<file path="src/rtl/siso_layer_scheduler.sv">
// Read-side sequencer for the pipelined SISO row unit: walks every address of every layer
// for max_iter iterations and holds back reads whose previous-layer write-back is pending.
//
// state | meaning
// IDLE  | waiting for start, write-back tracking frozen
// RUN   | issuing reads, withholding any that hit the layer hazard
// DRAIN | all reads issued, waiting for the last write-backs
// DONE  | one-cycle completion pulse
module siso_layer_scheduler #(
  parameter int LAYERS    = 2,
  parameter int ADDRWIDTH = 5,
  parameter int ADDRDEPTH = 20,
  parameter int ITERBITS  = 4
) (
  input  logic                 clk,
  input  logic                 rst,
  input  logic                 start,
  input  logic [ITERBITS-1:0]  max_iter,
  input  logic                 wren_fb,
  input  logic                 wrlayer_fb,
  input  logic [ADDRWIDTH-1:0] wraddress_fb,
  output logic                 rden_LLR,
  output logic                 rden_E,
  output logic                 rdlayer,
  output logic [ADDRWIDTH-1:0] rdaddress,
  output logic [ITERBITS-1:0]  iter_cnt,
  output logic                 busy,
  output logic                 done,
  output logic                 stall,
  output logic                 seq_err
);

  localparam int PW = ITERBITS + 1;
  localparam logic [ADDRWIDTH-1:0] LAST_ADDR  = ADDRWIDTH'(ADDRDEPTH - 1);
  localparam logic                 LAST_LAYER = 1'(LAYERS - 1);

  typedef enum logic [1:0] {IDLE, RUN, DRAIN, DONE} state_t;
  state_t state, state_nx;

  logic [ITERBITS-1:0]  max_r, max_eff, ptr_it, cur_it, nxt_it;
  logic                 ptr_ly, cur_ly, nxt_ly;
  logic [ADDRWIDTH-1:0] ptr_ad, cur_ad, nxt_ad;
  logic [ADDRWIDTH-1:0] wr_cnt, wr_cnt_nx;
  logic [PW-1:0]        done_passes, done_nx, pass, target;
  logic                 wr_hit, wr_err, allowed, issue, last_rd;

  always_comb begin
    // In IDLE the first read is decided from the pass-0 origin, so it issues on the start edge.
    max_eff = (state == IDLE) ? ((max_iter == '0) ? ITERBITS'(1) : max_iter) : max_r;
    cur_it  = (state == IDLE) ? '0 : ptr_it;
    cur_ly  = (state == IDLE) ? 1'b0 : ptr_ly;
    cur_ad  = (state == IDLE) ? '0 : ptr_ad;
    pass    = PW'(cur_it) * PW'(LAYERS) + PW'(cur_ly);
    target  = PW'(max_r) * PW'(LAYERS);

    wr_hit    = wren_fb && (state != IDLE);
    wr_err    = wr_hit && ((wraddress_fb != wr_cnt) ||
                           (wrlayer_fb != 1'(done_passes % PW'(LAYERS))));
    wr_cnt_nx = wr_cnt;
    done_nx   = done_passes;
    if (wr_hit) begin
      if (wr_cnt == LAST_ADDR) begin
        wr_cnt_nx = '0;
        done_nx   = done_passes + PW'(1);
      end else begin
        wr_cnt_nx = wr_cnt + ADDRWIDTH'(1);
      end
    end

    // Same-cycle write of the matching address counts as already written.
    allowed = (pass == '0) || (done_passes >= pass) ||
              ((done_passes == pass - PW'(1)) &&
               ((wr_cnt > cur_ad) || (wren_fb && (wraddress_fb == cur_ad))));
    issue   = (state == IDLE) ? start : ((state == RUN) && allowed);
    last_rd = (cur_ad == LAST_ADDR) && (cur_ly == LAST_LAYER) &&
              (cur_it == max_eff - ITERBITS'(1));

    nxt_ad = cur_ad + ADDRWIDTH'(1);
    nxt_ly = cur_ly;
    nxt_it = cur_it;
    if (cur_ad == LAST_ADDR) begin
      nxt_ad = '0;
      if (cur_ly == LAST_LAYER) begin
        nxt_ly = 1'b0;
        nxt_it = cur_it + ITERBITS'(1);
      end else begin
        nxt_ly = cur_ly + 1'b1;
      end
    end

    state_nx = state;
    case (state)
      IDLE:    if (start) state_nx = last_rd ? DRAIN : RUN;
      RUN:     if (issue && last_rd) state_nx = DRAIN;
      DRAIN:   if (done_nx == target) state_nx = DONE;
      DONE:    state_nx = IDLE;
      default: state_nx = IDLE;
    endcase
  end

  always_ff @(posedge clk or negedge rst) begin
    if (!rst) state <= IDLE;
    else      state <= state_nx;
  end

  always_ff @(posedge clk or negedge rst) begin
    if (!rst) begin
      rden_LLR    <= 1'b0;
      rden_E      <= 1'b0;
      rdlayer     <= 1'b0;
      rdaddress   <= '0;
      iter_cnt    <= '0;
      busy        <= 1'b0;
      done        <= 1'b0;
      stall       <= 1'b0;
      seq_err     <= 1'b0;
      max_r       <= '0;
      ptr_it      <= '0;
      ptr_ly      <= 1'b0;
      ptr_ad      <= '0;
      wr_cnt      <= '0;
      done_passes <= '0;
    end else begin
      rden_LLR <= issue;
      rden_E   <= issue && (cur_it != '0);
      stall    <= (state == RUN) && !allowed;
      busy     <= (state_nx == RUN) || (state_nx == DRAIN);
      done     <= (state_nx == DONE);
      if (issue) begin
        rdlayer   <= cur_ly;
        rdaddress <= cur_ad;
        iter_cnt  <= cur_it;
        ptr_it    <= nxt_it;
        ptr_ly    <= nxt_ly;
        ptr_ad    <= nxt_ad;
      end
      if (state == IDLE) begin
        if (start) begin
          max_r       <= max_eff;
          wr_cnt      <= '0;
          done_passes <= '0;
        end
      end else begin
        wr_cnt      <= wr_cnt_nx;
        done_passes <= done_nx;
        if (wr_err) seq_err <= 1'b1;
      end
    end
  end

endmodule
</file>
<file path="config.mk">
export PLATFORM = sky130hd
export DESIGN_NAME = siso_layer_scheduler
export DESIGN_NICKNAME = d
export VERILOG_FILES = /design/src/rtl/siso_layer_scheduler.sv
export SDC_FILE = /design/constraint.sdc
export NUM_CORES = 1
export LEC_CHECK = 0
export BUFFER_PORTS_ARGS = -buffer_cell sky130_fd_sc_hd__buf_2
export CORE_AREA = 5 5 71 138
export CTS_BUF_LIST = sky130_fd_sc_hd__clkbuf_8
export DETAILED_ROUTE_END_ITERATION = 8
export DIE_AREA = 0 0 76 143
export PLACE_DENSITY = 0.62
export SYNTH_ARGS = -nofsm -noshare
export SYNTH_HDL_FRONTEND = slang
export SYNTH_SLANG_ARGS = --single-unit
export TNS_END_PERCENT = 30
</file>
<file path="constraint.sdc">
create_clock -name clk -period 5.2 [get_ports clk]
set_input_delay 1.04 -clock clk [delete_from_list [all_inputs] [get_ports clk]]
set_output_delay 1.04 -clock clk [all_outputs]
set_load 0.02 [all_outputs]
</file>
==> impl_results.md <==
* Status: complete, no violations
* Worst-Margin Slew at 0.976 ns
* Router iterations before antenna repair at 4
* Post-synthesis cell type count at 60
* TritonCTS buffer count at 5
* Nature of the critical path endpoint: flop
* Hold WC Path Type: flop to flop
* Routed via count at 2568
* Slew Viols, Final at 0
* Area of the die at 10900 µm²
* Worst endpoint required time at 5.39 ns
* Mapped cell area at 2940 µm²
* I/O pin count at 30
* Final hold violation count at 0
* Tcrit/Tclk final at 76.9%
* Final TNS setup at 0 ns
* TritonCTS clock tree: built
* Pleak at 1.52 nW
* Finished layout cell area at 3250 µm²
* Crit start category: flop
* Congestion Overflow GR at 0
* Max clock buf depth at 2
* Area leader, netlist: dfrtp_1
* Most common cell in the netlist: dfrtp_1
* Avg Cell Area, Syn at 9.08 µm²
* CP max FO at 14
* Placed insts at 439
* Multi-input logic area at 1720 µm²
* Drt drc at 0
* Gate Count Post-Synth at 324
* Cell Area, Placed at 3150 µm²
* Commonest cells post-synth: dfrtp_1, nand2_1, inv_1, ha_1, o21ai_0
* Overall Power at 1.41 mW
* RSZ-0062 raised after global routing: false
* Final antenna-violating net count at 0
* CTS root buffer: clkbuf_8
* Sequential cell area at 1050 µm²
* Number of synthesis warnings at 0
* RePlAce Congestion at 0.876
* TritonCTS Sinks at 42
* Overall die height at 143 µm
* Max-Cap Viols at 0
* Iter 0 DRT Violations at 133
* Number of flops mapped to enable cells by yosys at 0
* Number of global-route vias before repair at 2674
* I/O Buffers at 29
* Final hold slack at 0.462 ns
* Slew HR at 35.0%
* Core area at 8590 µm²
* Number of synthesized register bits at 42
* Clk pin slew, worst setup/hold paths at 0.08 ns
* Pin count of the biggest net entering global routing at 43
* Post-synth ARST share at 100%
* Post-cts resize count at 0
* Gr usage total at 15.1%
* Global-route wire length before repair at 13100 µm
* Vias/cell at 5.74
* Layout cell share with drive strength beyond 1 at 14.4%
* Die W at 76 µm
* Initial antenna violation count at 0
* CTS H-tree depth at 2
* Area growth, synth to finish at 10.5%
* Final Setup Violations at 0
* Hold Buf Count CTS at 0
* Tmin final at 4.00 ns
* Power Density at 435 nW/µm²
* Postcts setup bufs at 0
* Share of the synthesized area in the top cell type at 35.7%
* Starting Density at 34.3%
* Mapped Nets at 356
* Final Net Count at 378
* Dominant cells by area after synthesis: dfrtp_1, ha_1, nand2_1, mux2i_1, xnor2_1
* Fillers at 866
* Cell Count, Final, Fillers Out at 447
* Dominant synthesized flop cell: dfrtp_1
* Dpl hpwl at 6130 µm
* FP Rows at 48
* Ant diodes at 0
* CP arrival at 4.19 ns
* Worst vdd ir at 0.113 mV
* Routed WL at 7840 µm
* Worst skew pair latency at 0.30 ns
* Clk_skew at 0.00723 ns
* Avg WL per Cell at 17.5 µm
* Fmax achieved at 0.250 GHz
* Critical setup path kind: flop to flop
* Register area share after synthesis at 35.7%
worst paths after layout:
kind	slack (ns)	depth (start not counted)	end	start
max in group asynchronous	3.69	1	rdlayer	rst
worst min-delay path	0.46	1	seq_err	seq_err
min in group asynchronous	0.89	1	seq_err	rst
worst min register to register	0.46	1	seq_err	seq_err
worst max register to register	1.20	11	busy	state[1]
worst max-delay path	1.20	11	busy	state[1]
cell families (layout without fill, tap and decap cells):
group / after synthesis / count (layout) / share of synthesized area (%)
AND/OR/NAND/NOR: 100 / 100 / 17.2
flip-flops: 42 / 42 / 35.7
XOR/XNOR: 24 / 24 / 7.14
multiplexers: 22 / 22 / 7.82
AO/OA/AOI/OAI: 77 / 77 / 18.5
adder cells (fa/ha/maj): 18 / 18 / 7.65
buffers and inverters: 41 / 64 / 5.99
worst max-delay path, stage by stage (launching register included):
cell and delay, ns:
dfrtp_1 0.47, or2_1 0.49, nand2_1 0.21, ha_1 0.30, xnor2_1 0.37, nand4_1 0.17, nor3_1 0.18, and4bb_1 0.27
a2111oi_4 0.43, o21ai_2 0.37, o221a_2 0.36, ha_1 0.27
cells in the final DEF (no fill, tap or decap), types with 4 or more instances in the layout:
cell type	instances
xnor2_1	14
clkbuf_8	5
buf_2	29
ha_1	18
mux2i_1	14
a31oi_1	8
nor2_1	10
dfrtp_1	42
nand3_1	9
mux2_1	4
nand2_1	40
mux2_2	4
nor3_1	6
o211ai_1	5
o21ai_0	18
a21oi_1	13
xor2_1	10
nor4_1	8
inv_1	26
nand2b_1	5
per-stage QoR:
| step | utilization [%] | worst slack (ns) |
|---|---|---|
| after global routing | 37.9 | 1.04 |
| final | 37.9 | 1.20 |
| after CTS | 37.9 | 1.25 |
| after detailed placement | 36.6 | 1.28 |
| after global placement | 36.6 | 1.43 |
| after floorplan | - | 1.68 |
layer usage:
layer | track usage (%) | vias up | wire length (µm)
li1 | - | 1216 | -
met1 | 13.7 | 1266 | 2720
met2 | 30.1 | 62 | 4530
met3 | 1.77 | 24 | 184
met4 | 10.3 | 0 | 402
met5 | 0 | - | 0
area by class of cell:
type,instances,share of cell area [%]
inverters,25,2.89
well taps,100,3.85
clock inverters,3,1.15
flip-flops and latches,42,32.3
multi-input cells,241,52.8
repair buffers,31,4.92
clock buffers,5,2.12
flip-flops by register name, summed over array words and instances (netlist names):
signal,flops
done_passes,5
ptr_ad,5
rdaddress,5
wr_cnt,5
iter_cnt,4
max_r,4
ptr_it,4
state,2
busy,1
done,1
ptr_ly,1
rden_E,1
rden_LLR,1
rdlayer,1
seq_err,1
stall,1
power by group:
part / leakage, nW / switching, mW / internal [mW]
sequential: 0.521 / 0.122 / 0.415
combinational: 0.942 / 0.354 / 0.272
clock: 0.0607 / 0.111 / 0.140
total: 1.52 / 0.586 / 0.827
(Power assumes the default switching activity.)
